$ cat src/rtl/d_sram_like_bridge_if.sv
// Data-side SRAM-like bus between the CPU core bridge (master) and the cache/AXI bridge (slave).
interface d_sram_like_bridge_if #(
    parameter int ADDR_W = 32,
    parameter int DATA_W = 32
);
    logic              data_req;
    logic              data_wr;
    logic [1:0]        data_size;
    logic [ADDR_W-1:0] data_addr;
    logic [DATA_W-1:0] data_wdata;
    logic              data_addr_ok;
    logic              data_data_ok;
    logic [DATA_W-1:0] data_rdata;

    modport master (
        output data_req, data_wr, data_size, data_addr, data_wdata,
        input  data_addr_ok, data_data_ok, data_rdata
    );

    modport slave (
        input  data_req, data_wr, data_size, data_addr, data_wdata,
        output data_addr_ok, data_data_ok, data_rdata
    );
endinterface

$ cat src/rtl/d_sram_like_bridge.sv
// Issues the M-stage load/store as one SRAM-like bus transaction and stalls the core until it completes.
// Optional D_BRIDGE_PERF_EN adds saturating accepted-request and stall-cycle counters.
module d_sram_like_bridge #(
    parameter int ADDR_W = 32,
    parameter int DATA_W = 32
) (
    input  logic              clk,
    input  logic              rst,
    input  logic              mem_enM,
    input  logic [3:0]        mem_wenM,
    input  logic [1:0]        mem_sizeM,
    input  logic [ADDR_W-1:0] data_addrM,
    input  logic [DATA_W-1:0] writedataM,
    input  logic              flush_exceptM,
    input  logic              longest_stall,
    output logic [DATA_W-1:0] mem_rdataM2,
    output logic              d_stall,
`ifdef D_BRIDGE_PERF_EN
    output logic [31:0]       perf_acc_cnt,
    output logic [31:0]       perf_stall_cnt,
`endif
    d_sram_like_bridge_if.master bus
);

    typedef enum logic [1:0] {IDLE, WAIT_ADDR, WAIT_DATA, DONE} state_t;

    state_t state;
    logic   kill_q;
    logic   rd_q;
    logic   start;
    logic   killed;

    assign start  = mem_enM & ~flush_exceptM;
    assign killed = kill_q | flush_exceptM;

    // The M-stage inputs are frozen by d_stall, so the request fields come straight from them.
    assign bus.data_wr    = |mem_wenM;
    assign bus.data_addr  = data_addrM;
    assign bus.data_wdata = writedataM;

    always_comb begin
        // NOTE: default every always_comb output first so no path infers a latch.
        bus.data_size = mem_sizeM;
        if (|mem_wenM) begin
            case (mem_wenM)
                4'b1111:          bus.data_size = 2'd2;
                4'b0011, 4'b1100: bus.data_size = 2'd1;
                default:          bus.data_size = 2'd0;
            endcase
        end
    end

    // Request is withdrawn the same cycle a flush hits, since it was not yet accepted.
    always_comb begin
        bus.data_req = 1'b0;
        d_stall      = 1'b0;
        case (state)
            IDLE: begin
                bus.data_req = start;
                d_stall      = start;
            end
            WAIT_ADDR: begin
                bus.data_req = start;
                d_stall      = 1'b1;
            end
            WAIT_DATA: d_stall = 1'b1;
            default: ;
        endcase
    end

    // NOTE: sequential state uses non-blocking assignments only.
    always_ff @(posedge clk) begin
        if (rst) begin
            state       <= IDLE;
            kill_q      <= 1'b0;
            rd_q        <= 1'b0;
            mem_rdataM2 <= '0;
        end else begin
            case (state)
                IDLE: begin
                    if (start) begin
                        rd_q  <= ~bus.data_wr;
                        state <= bus.data_addr_ok ? WAIT_DATA : WAIT_ADDR;
                    end
                end
                WAIT_ADDR: begin
                    if (!start)
                        state <= IDLE;
                    else if (bus.data_addr_ok)
                        state <= WAIT_DATA;
                end
                WAIT_DATA: begin
                    if (flush_exceptM)
                        kill_q <= 1'b1;
                    // An accepted request always runs to completion; a killed one is dropped here.
                    if (bus.data_data_ok) begin
                        if (!killed && rd_q)
                            mem_rdataM2 <= bus.data_rdata;
                        kill_q <= 1'b0;
                        state  <= killed ? IDLE : DONE;
                    end
                end
                DONE: begin
                    if (!longest_stall)
                        state <= IDLE;
                end
            endcase
        end
    end

`ifdef D_BRIDGE_PERF_EN
    always_ff @(posedge clk) begin
        if (rst) begin
            perf_acc_cnt   <= '0;
            perf_stall_cnt <= '0;
        end else begin
            if (bus.data_req && bus.data_addr_ok && perf_acc_cnt != '1)
                perf_acc_cnt <= perf_acc_cnt + 32'd1;
            if (d_stall && perf_stall_cnt != '1)
                perf_stall_cnt <= perf_stall_cnt + 32'd1;
        end
    end
`endif

    a_no_ok_pair_idle: assert property (@(posedge clk) disable iff (rst)
        (state == IDLE) |-> !(bus.data_addr_ok && bus.data_data_ok));

    a_data_ok_in_wait: assert property (@(posedge clk) disable iff (rst)
        bus.data_data_ok |-> (state == WAIT_DATA));

endmodule

$ cat src/flat_wrapper.sv
// flat-port wrapper written by rule: the top's interface ports become plain ports
module d_sram_like_bridge_flat 
#(
    parameter int ADDR_W = 32,
    parameter int DATA_W = 32
)
  (clk, rst, mem_enM, mem_wenM, mem_sizeM, data_addrM, writedataM, flush_exceptM, longest_stall, mem_rdataM2, d_stall, bus_data_req, bus_data_wr, bus_data_size, bus_data_addr, bus_data_wdata, bus_data_addr_ok, bus_data_data_ok, bus_data_rdata);
  d_sram_like_bridge_if #(.ADDR_W(ADDR_W), .DATA_W(DATA_W)) bus_i ();
  input  logic clk;
  input  logic rst;
  input  logic mem_enM;
  input  logic [3:0] mem_wenM;
  input  logic [1:0] mem_sizeM;
  input  logic [ADDR_W-1:0] data_addrM;
  input  logic [DATA_W-1:0] writedataM;
  input  logic flush_exceptM;
  input  logic longest_stall;
  output logic [DATA_W-1:0] mem_rdataM2;
  output logic d_stall;
  output wire logic [$bits(bus_i.data_req)-1:0] bus_data_req;
  output wire logic [$bits(bus_i.data_wr)-1:0] bus_data_wr;
  output wire logic [$bits(bus_i.data_size)-1:0] bus_data_size;
  output wire logic [$bits(bus_i.data_addr)-1:0] bus_data_addr;
  output wire logic [$bits(bus_i.data_wdata)-1:0] bus_data_wdata;
  input wire logic [$bits(bus_i.data_addr_ok)-1:0] bus_data_addr_ok;
  input wire logic [$bits(bus_i.data_data_ok)-1:0] bus_data_data_ok;
  input wire logic [$bits(bus_i.data_rdata)-1:0] bus_data_rdata;
  assign bus_data_req = bus_i.data_req;
  assign bus_data_wr = bus_i.data_wr;
  assign bus_data_size = bus_i.data_size;
  assign bus_data_addr = bus_i.data_addr;
  assign bus_data_wdata = bus_i.data_wdata;
  assign bus_i.data_addr_ok = bus_data_addr_ok;
  assign bus_i.data_data_ok = bus_data_data_ok;
  assign bus_i.data_rdata = bus_data_rdata;
  d_sram_like_bridge #(.ADDR_W(ADDR_W), .DATA_W(DATA_W)) u_core (.clk(clk), .rst(rst), .mem_enM(mem_enM), .mem_wenM(mem_wenM), .mem_sizeM(mem_sizeM), .data_addrM(data_addrM), .writedataM(writedataM), .flush_exceptM(flush_exceptM), .longest_stall(longest_stall), .mem_rdataM2(mem_rdataM2), .d_stall(d_stall), .bus(bus_i));
endmodule
$ cat config.mk
export PLATFORM = sky130hd
export DESIGN_NAME = d_sram_like_bridge_flat
export DESIGN_NICKNAME = d
export VERILOG_FILES = /design/src/rtl/d_sram_like_bridge_if.sv /design/src/rtl/d_sram_like_bridge.sv /design/src/flat_wrapper.sv
export SDC_FILE = /design/constraint.sdc
export NUM_CORES = 1
export LEC_CHECK = 0
export ABC_AREA = 1
export CELL_PAD_IN_SITES_DETAIL_PLACEMENT = 0
export CELL_PAD_IN_SITES_GLOBAL_PLACEMENT = 2
export CORE_MARGIN = 2
export CORE_UTILIZATION = 15
export DETAILED_ROUTE_END_ITERATION = 7
export GPL_ROUTABILITY_DRIVEN = 0
export PLACE_DENSITY = 0.95
export SETUP_SLACK_MARGIN = 0.5
export SYNTH_ARGS = -nofsm -noshare
export SYNTH_HDL_FRONTEND = slang
export SYNTH_SLANG_ARGS = --single-unit
$ cat constraint.sdc
create_clock -name clk -period 3 [get_ports clk]
set_input_delay 0.6 -clock clk [delete_from_list [all_inputs] [get_ports clk]]
set_output_delay 0.6 -clock clk [all_outputs]
set_load 0.05 [all_outputs]
==> results of run 1 <==
worst max-delay path, stage by stage:
cell	delay (ns)
clkdlybuf4s50_1	0.51
inv_6	0.11
nand4_1	0.09
buf_4	0.17
o221ai_4	0.18
buf_12	0.16
cell usage after synthesis:
cell,count,area [µm²]
buf_12,1,20.0
nand4_1,2,12.5
o221ai_1,1,8.76
clkbuf_1,2,7.51
inv_1,18,67.6
nor2_2,10,62.6
o32ai_1,1,8.76
inv_6,1,8.76
dfxtp_1,36,721
o21ai_0,28,140
and3_4,1,11.3
buf_6,5,56.3
o21ai_1,5,25.0
nor2_4,1,11.3
a211oi_1,1,7.51
nor2_1,66,248
nand3_1,4,20.0
buf_1,1,3.75
nand2_1,14,52.6
nand2_4,1,11.3
buf_4,64,480
ha_1,8,100
a21oi_1,4,20.0
metal layers:
metal / up-vias / global-route usage [%]
li1: 830 / -
met1: 755 / 7.35
met2: 74 / 11.1
met3: 23 / 3.35
met4: 0 / 4.67
met5: - / 0
cell families after synthesis:
family                     after synthesis  synth area share [%]
DFF                                     36                  34.2
and+or+nand+nor                         99                  20.4
buffers and inverters                   92                  30.6
adders and majority gates                8                  4.76
AOI/OAI and AO/OA                       40                  9.99
layout make-up:
type	instances	area [µm²]
Clock buffer	6	129
Clock inverter	1	5.00
Fill cell	1549	10900
Inverter	19	96.3
Multi-Input combinational cell	147	779
Sequential cell	36	721
Tap cell	180	225
Timing Repair Buffer	84	873
worst max-delay path by stage:
| stage | startpoint | endpoint | slack (ns) | depth (start not counted) |
|---|---|---|---|---|
| finish | mem_wenM[0] | bus_data_size[0] | 0.58 | 6 |
| global route | mem_wenM[0] | bus_data_size[0] | 0.51 | 6 |
| floorplan | mem_wenM[1] | bus_data_size[0] | 0.48 | 3 |
| CTS | mem_wenM[1] | bus_data_size[0] | 0.53 | 6 |
| global placement | mem_wenM[1] | bus_data_size[0] | 0.33 | 5 |
| detailed placement | mem_wenM[1] | bus_data_size[0] | 0.29 | 5 |
sequential cells by signal, indices dropped and copies added, names as in the netlist:
name and flops:
u_core.mem_rdataM2 32, u_core.state 2, u_core.kill_q 1, u_core.rd_q 1
layout by cell type, fill, tap and decap left out, types with 2 or more instances in the layout:
master and count:
dfxtp_1 36, inv_1 14, nand3_1 4, nor2_2 10
a21oi_1 3, clkbuf_16 5, ha_1 8, nand2_1 14
nor2_1 66, inv_6 2, buf_12 4, o21ai_1 5
buf_4 4, o21ai_0 28, clkdlybuf4s50_1 75, nand4_1 2
power by group:
group          switching, mW  internal [mW]  total, mW
sequential            0.0228          0.496      0.519
combinational          0.246          0.207      0.453
clock                  0.197          0.302      0.498
total                  0.466           1.00       1.47
what timing repair did:
action                                  4_1_cts  5_1_grt
buffers inserted                              2        0
gates cloned                                  0        0
endpoints found under the setup margin        3        2
gates resized for setup                       0        2
pin swaps                                     1        0
==> impl_metrics.toml, run 1 <==
[routing]
top_layer = "met4"
dr_total_vias = 1682
routed_via_density = 3.56
wl_per_cell_um = 10.8
drt_pass1_iterations = 7
wl_met2_um = 2380
drt_iter0_drc = 37
drtAntennaViolNets = 0
met1_length_um = 2000
wl_met3_um = 569
drc = 0
wl_um = 5110

[clock_tree]
cts-buffers-inserted = 5
clk_path_buf_depth = 2
cts-hold-fix-buffers = 0
cts_root_buffer = "clkbuf_16"
clk_pin_slew_ns = 0.05
clk_latency_ns = 0.28
clkSinkCount = 36
h-tree-depth = 2
cts_tree = "built"

[worst_setup_path]
r2r-end = "u_core.mem_rdataM2[21]"
r2r_start = "u_core.state[0]"
crit_arrival_ns = 1.82
criticalPathCategory = "input pin to primary output"
worstPathMaxFanout = 4
cp.required_ns = 2.40
critPathLaunchType = "input pin"
rr_worst_depth = 7
r2r_slack_ns = 1.24
endpoint_kind = "primary output"

[sta]
hold_violations = 0
grt_setup_unrepaired = "no"
slew_violations = 0
clock_skew_ns = 0.00578
tns_ns = 0
slew_headroom_pct = 62.5
fmax_ghz = 0.413
setup_violations = 0
fin_crit_sh_pct = 80.6
fin_crit_ns = 2.42
timing.hold.ws_ns = 0.485
setup_slack_ns = 0.581
tightest_slew_ns = 0.561

[run_status]
status = "finished clean"

[final_layout]
post-route-util_pct = 20.5
drive_gt1_share_pct = 11.9
fin_area_mm2 = 0.00283
n_antenna_cell = 0
layout.cells.non_filler = 473
nNetsFinal = 410
area_growth_pct = 34.4

[placement]
io_buffers = 81
dp_slack_ns = 0.294
post_dp_cell_area_mm2 = 0.00267
dp_hpwl_um = 3760
place_inst = 464

[min_path]
holdPathEnd = "u_core.mem_rdataM2[31]"
worstHoldPathCells = 2
min_path_type = "register to register"
min_from = "u_core.mem_rdataM2[31]"

[global_route]
grt_pass1_vias = 1646
grt_usage_pct = 7.01
grt_pass1_wl_um = 7910
grt-ovfl-total = 0
antenna_found_initial = 0
grt_max_degree = 34

[die]
fp.dieW_um = 122
coreArea_mm2 = 0.0138
row_count = 43
die_y_um = 122
start_util_pct = 15.3
ios = 210
dieArea_mm2 = 0.0150

[power_and_ir_drop]
fin_total_pwr_mw = 1.47
leakagePower_nw = 1.07
irDropWorstVdd_v = 0.000204
power.density_mw_per_mm2 = 520

[yosys]
avgSynthCellArea_um2 = 7.65
ys_types = 23
netlist_area_mm2 = 0.00210
synthesis.nets = 392
syn_inst = 275
yosys_warnings = 0
seq_area_frac_synth_pct = 34.2
synth_seq_cells = 36

[job]
cap_violations = 0
(Power assumes the default switching activity.)
==> inputs of run 2 (changes only) <==
CORE_UTILIZATION = 14   (was 15)
PLACE_DENSITY = 0.94   (was 0.95)
clock period = 2.5 ns   (was 3 ns; I/O delays follow)
==> run 2 against run 1 <==
Routed wire length up 5.2%. Critical path depth down 5. Sequential cell count unchanged. Utilization down 0.75 points. Clock power up 25%. Count of clock-buffer cells in the layout down 1. Clock skew down 0.00089 ns. Worst setup slack worse by 0.037 ns. Total power up 24%.
==> impl_metrics.toml, run 2 (synthesized netlist as in run 1, its figures left out) <==
[global_route]
grt_pass1_wl_um = 8850
grt_pass1_vias = 1765
grt_usage_pct = 7.00
grt-ovfl-total = 0
grt_max_degree = 33
antenna_found_initial = 0

[power_and_ir_drop]
irDropWorstVdd_v = 0.000672
clkPwrFrac_pct = 34.3
p_sw_mw = 0.591
fin_total_pwr_mw = 1.82
leakagePower_nw = 1.17
swShare_pct = 32.5
intPower_mw = 1.23
power.density_mw_per_mm2 = 630
power_frac_comb_pct = 31.0
sequentialPowerShare_pct = 34.7

[worst_setup_path]
r2r_slack_ns = 0.92
cp_num_buf_inv = 1
critPathLaunchType = "register"
r2r-end = "u_core.mem_rdataM2[18]"
criticalPathCategory = "register to primary output"
max_stage_delay_ns = 0.81
worstPathMaxFanout = 2
crit_arrival_ns = 1.46
r2r_start = "u_core.state[0]"
cp_slowest_cell = "clkdlybuf4s50_1"
cp.required_ns = 2.00
cp-startpoint = "u_core.mem_rdataM2[8]"
critical-path-top-delay-family = "buffers and inverters"
endpoint_kind = "primary output"
crit_chain = "clkdlybuf4s50_1"
rr_worst_depth = 7

[sta]
tns_ns = 0
slew_violations = 0
grt_setup_unrepaired = "yes"
tightest_slew_ns = 0.583
fin_crit_sh_pct = 78.3
fin_crit_ns = 1.96
setup_violations = 0
hold_violations = 0
clock_skew_ns = 0.00488
fmax_ghz = 0.511
slew_headroom_pct = 61.3
timing.hold.ws_ns = 0.485

[min_path]
worstHoldPathCells = 2
holdPathEnd = "u_core.mem_rdataM2[20]"
min_from = "u_core.mem_rdataM2[20]"
min_path_type = "register to register"

[final_layout]
n_antenna_cell = 0
area_growth_pct = 37.2
largest_register_ffs = 32
layout.cells.non_filler = 481
regMostFlops = "u_core.mem_rdataM2"
multi_input_area_um2 = 790
fillers = 1609
reg_top3 = "u_core.mem_rdataM2 (32), u_core.state (2)"
seqCellArea_um2 = 723
nNetsFinal = 413
final_cell_mix = "clkdlybuf4s50_1 (65), nor2_1 (64), dfxtp_1 (34)"
drive_gt1_share_pct = 16.2
post-route-util_pct = 19.8
final_common_cell = "clkdlybuf4s50_1"

[clock_tree]
cts-hold-fix-buffers = 0
clk_latency_ns = 0.29
cts-buffers-inserted = 5
clk_pin_slew_ns = 0.06
h-tree-depth = 2
cts_tree = "built"
clk_path_buf_depth = 2
clkSinkCount = 36
cts_root_buffer = "clkbuf_16"

[routing]
routed_via_density = 3.48
drc = 0
wl_per_cell_um = 11.2
wl_um = 5370
drt_iter0_drc = 40
dr_total_vias = 1674
drt_pass1_iterations = 4
drtAntennaViolNets = 0

[die]
start_util_pct = 14.4
ios = 210
coreArea_mm2 = 0.0146
row_count = 44
die_y_um = 127
fp.dieW_um = 127
dieArea_mm2 = 0.0160

[job]
cap_violations = 0

[placement]
io_buffers = 81
place_inst = 471
dp_hpwl_um = 4090

[run_status]
status = "finished clean"
## run 2: changes by cell type in the layout (fill, tap and decap cells not counted), moves of 2 or more
cell / before / now
dlymetal6s2s_1: 1 / 4
nand2_1: 14 / 12
nand2_2: 0 / 2
nor2_1: 66 / 64
dlygate4sd2_1: 0 / 6
nor2_2: 10 / 12
clkdlybuf4s50_1: 75 / 65
dfxtp_2: 0 / 2
dfxtp_1: 36 / 34
buf_4: 4 / 6
## run 2: power groups by stage
stage | combinational [mW] | clock (mW) | sequential (mW)
2_1_floorplan | 0.600 | 0 | 0.632
3_3_place_gp | 0.557 | 0 | 0.636
3_5_place_dp | 0.564 | 0 | 0.639
4_1_cts | 0.572 | 0.676 | 0.629
5_1_grt | 0.631 | 0.692 | 0.638
6_report | 0.563 | 0.624 | 0.631
## run 2: per-stage QoR
| stage | setup WS (ns) | area (µm²) |
|---|---|---|
| after floorplan | 0.176 | 2160 |
| after global placement | 0.167 | 2720 |
| after detailed placement | 0.117 | 2720 |
| after CTS | 0.509 | 2880 |
| after global routing | 0.455 | 2890 |
| final | 0.543 | 2890 |
## run 2: cell type report
class	instances	area share, %
clock buffer	5	4.33
clock inverter	3	0.650
inverter	19	3.34
multi-input combinational	147	27.4
sequential	36	25.1
tap	184	7.98
timing repair buffer	87	31.3
## run 2: how the worst max path moves through the flow
stage | to | slack [ns] | cells after the start
CTS | mem_rdataM2[29] | 0.51 | 1
floorplan | bus_data_size[0] | 0.18 | 3
finish | mem_rdataM2[8] | 0.54 | 1
global placement | bus_data_size[0] | 0.17 | 5
detailed placement | bus_data_size[0] | 0.12 | 5
global route | d_stall | 0.45 | 5
## run 2: metal layers
| metal | global-route usage [%] | vias to the layer above | wire length (µm) |
|---|---|---|---|
| li1 | - | 840 | - |
| met1 | 8.14 | 763 | 2290 |
| met2 | 11.1 | 55 | 2560 |
| met3 | 2.87 | 16 | 408 |
| met4 | 3.56 | 0 | 108 |
| met5 | 0 | - | 0 |
## run 2: worst reg2reg max path, stage by stage (launching register included)
cell and delay (ns):
dfxtp_2 0.39, inv_2 0.08, ha_1 0.21, and3_4 0.18, nand2_4 0.22, buf_4 0.25
o21ai_0 0.09, nor2_1 0.09
## run 2: repair_timing
| item | 4_1_cts | 5_1_grt |
|---|---|---|
| gates resized for setup | 12 | 8 |
| pin swaps | 4 | 0 |
| endpoints found under the setup margin | 6 | 8 |
| setup buffers | 2 | 0 |
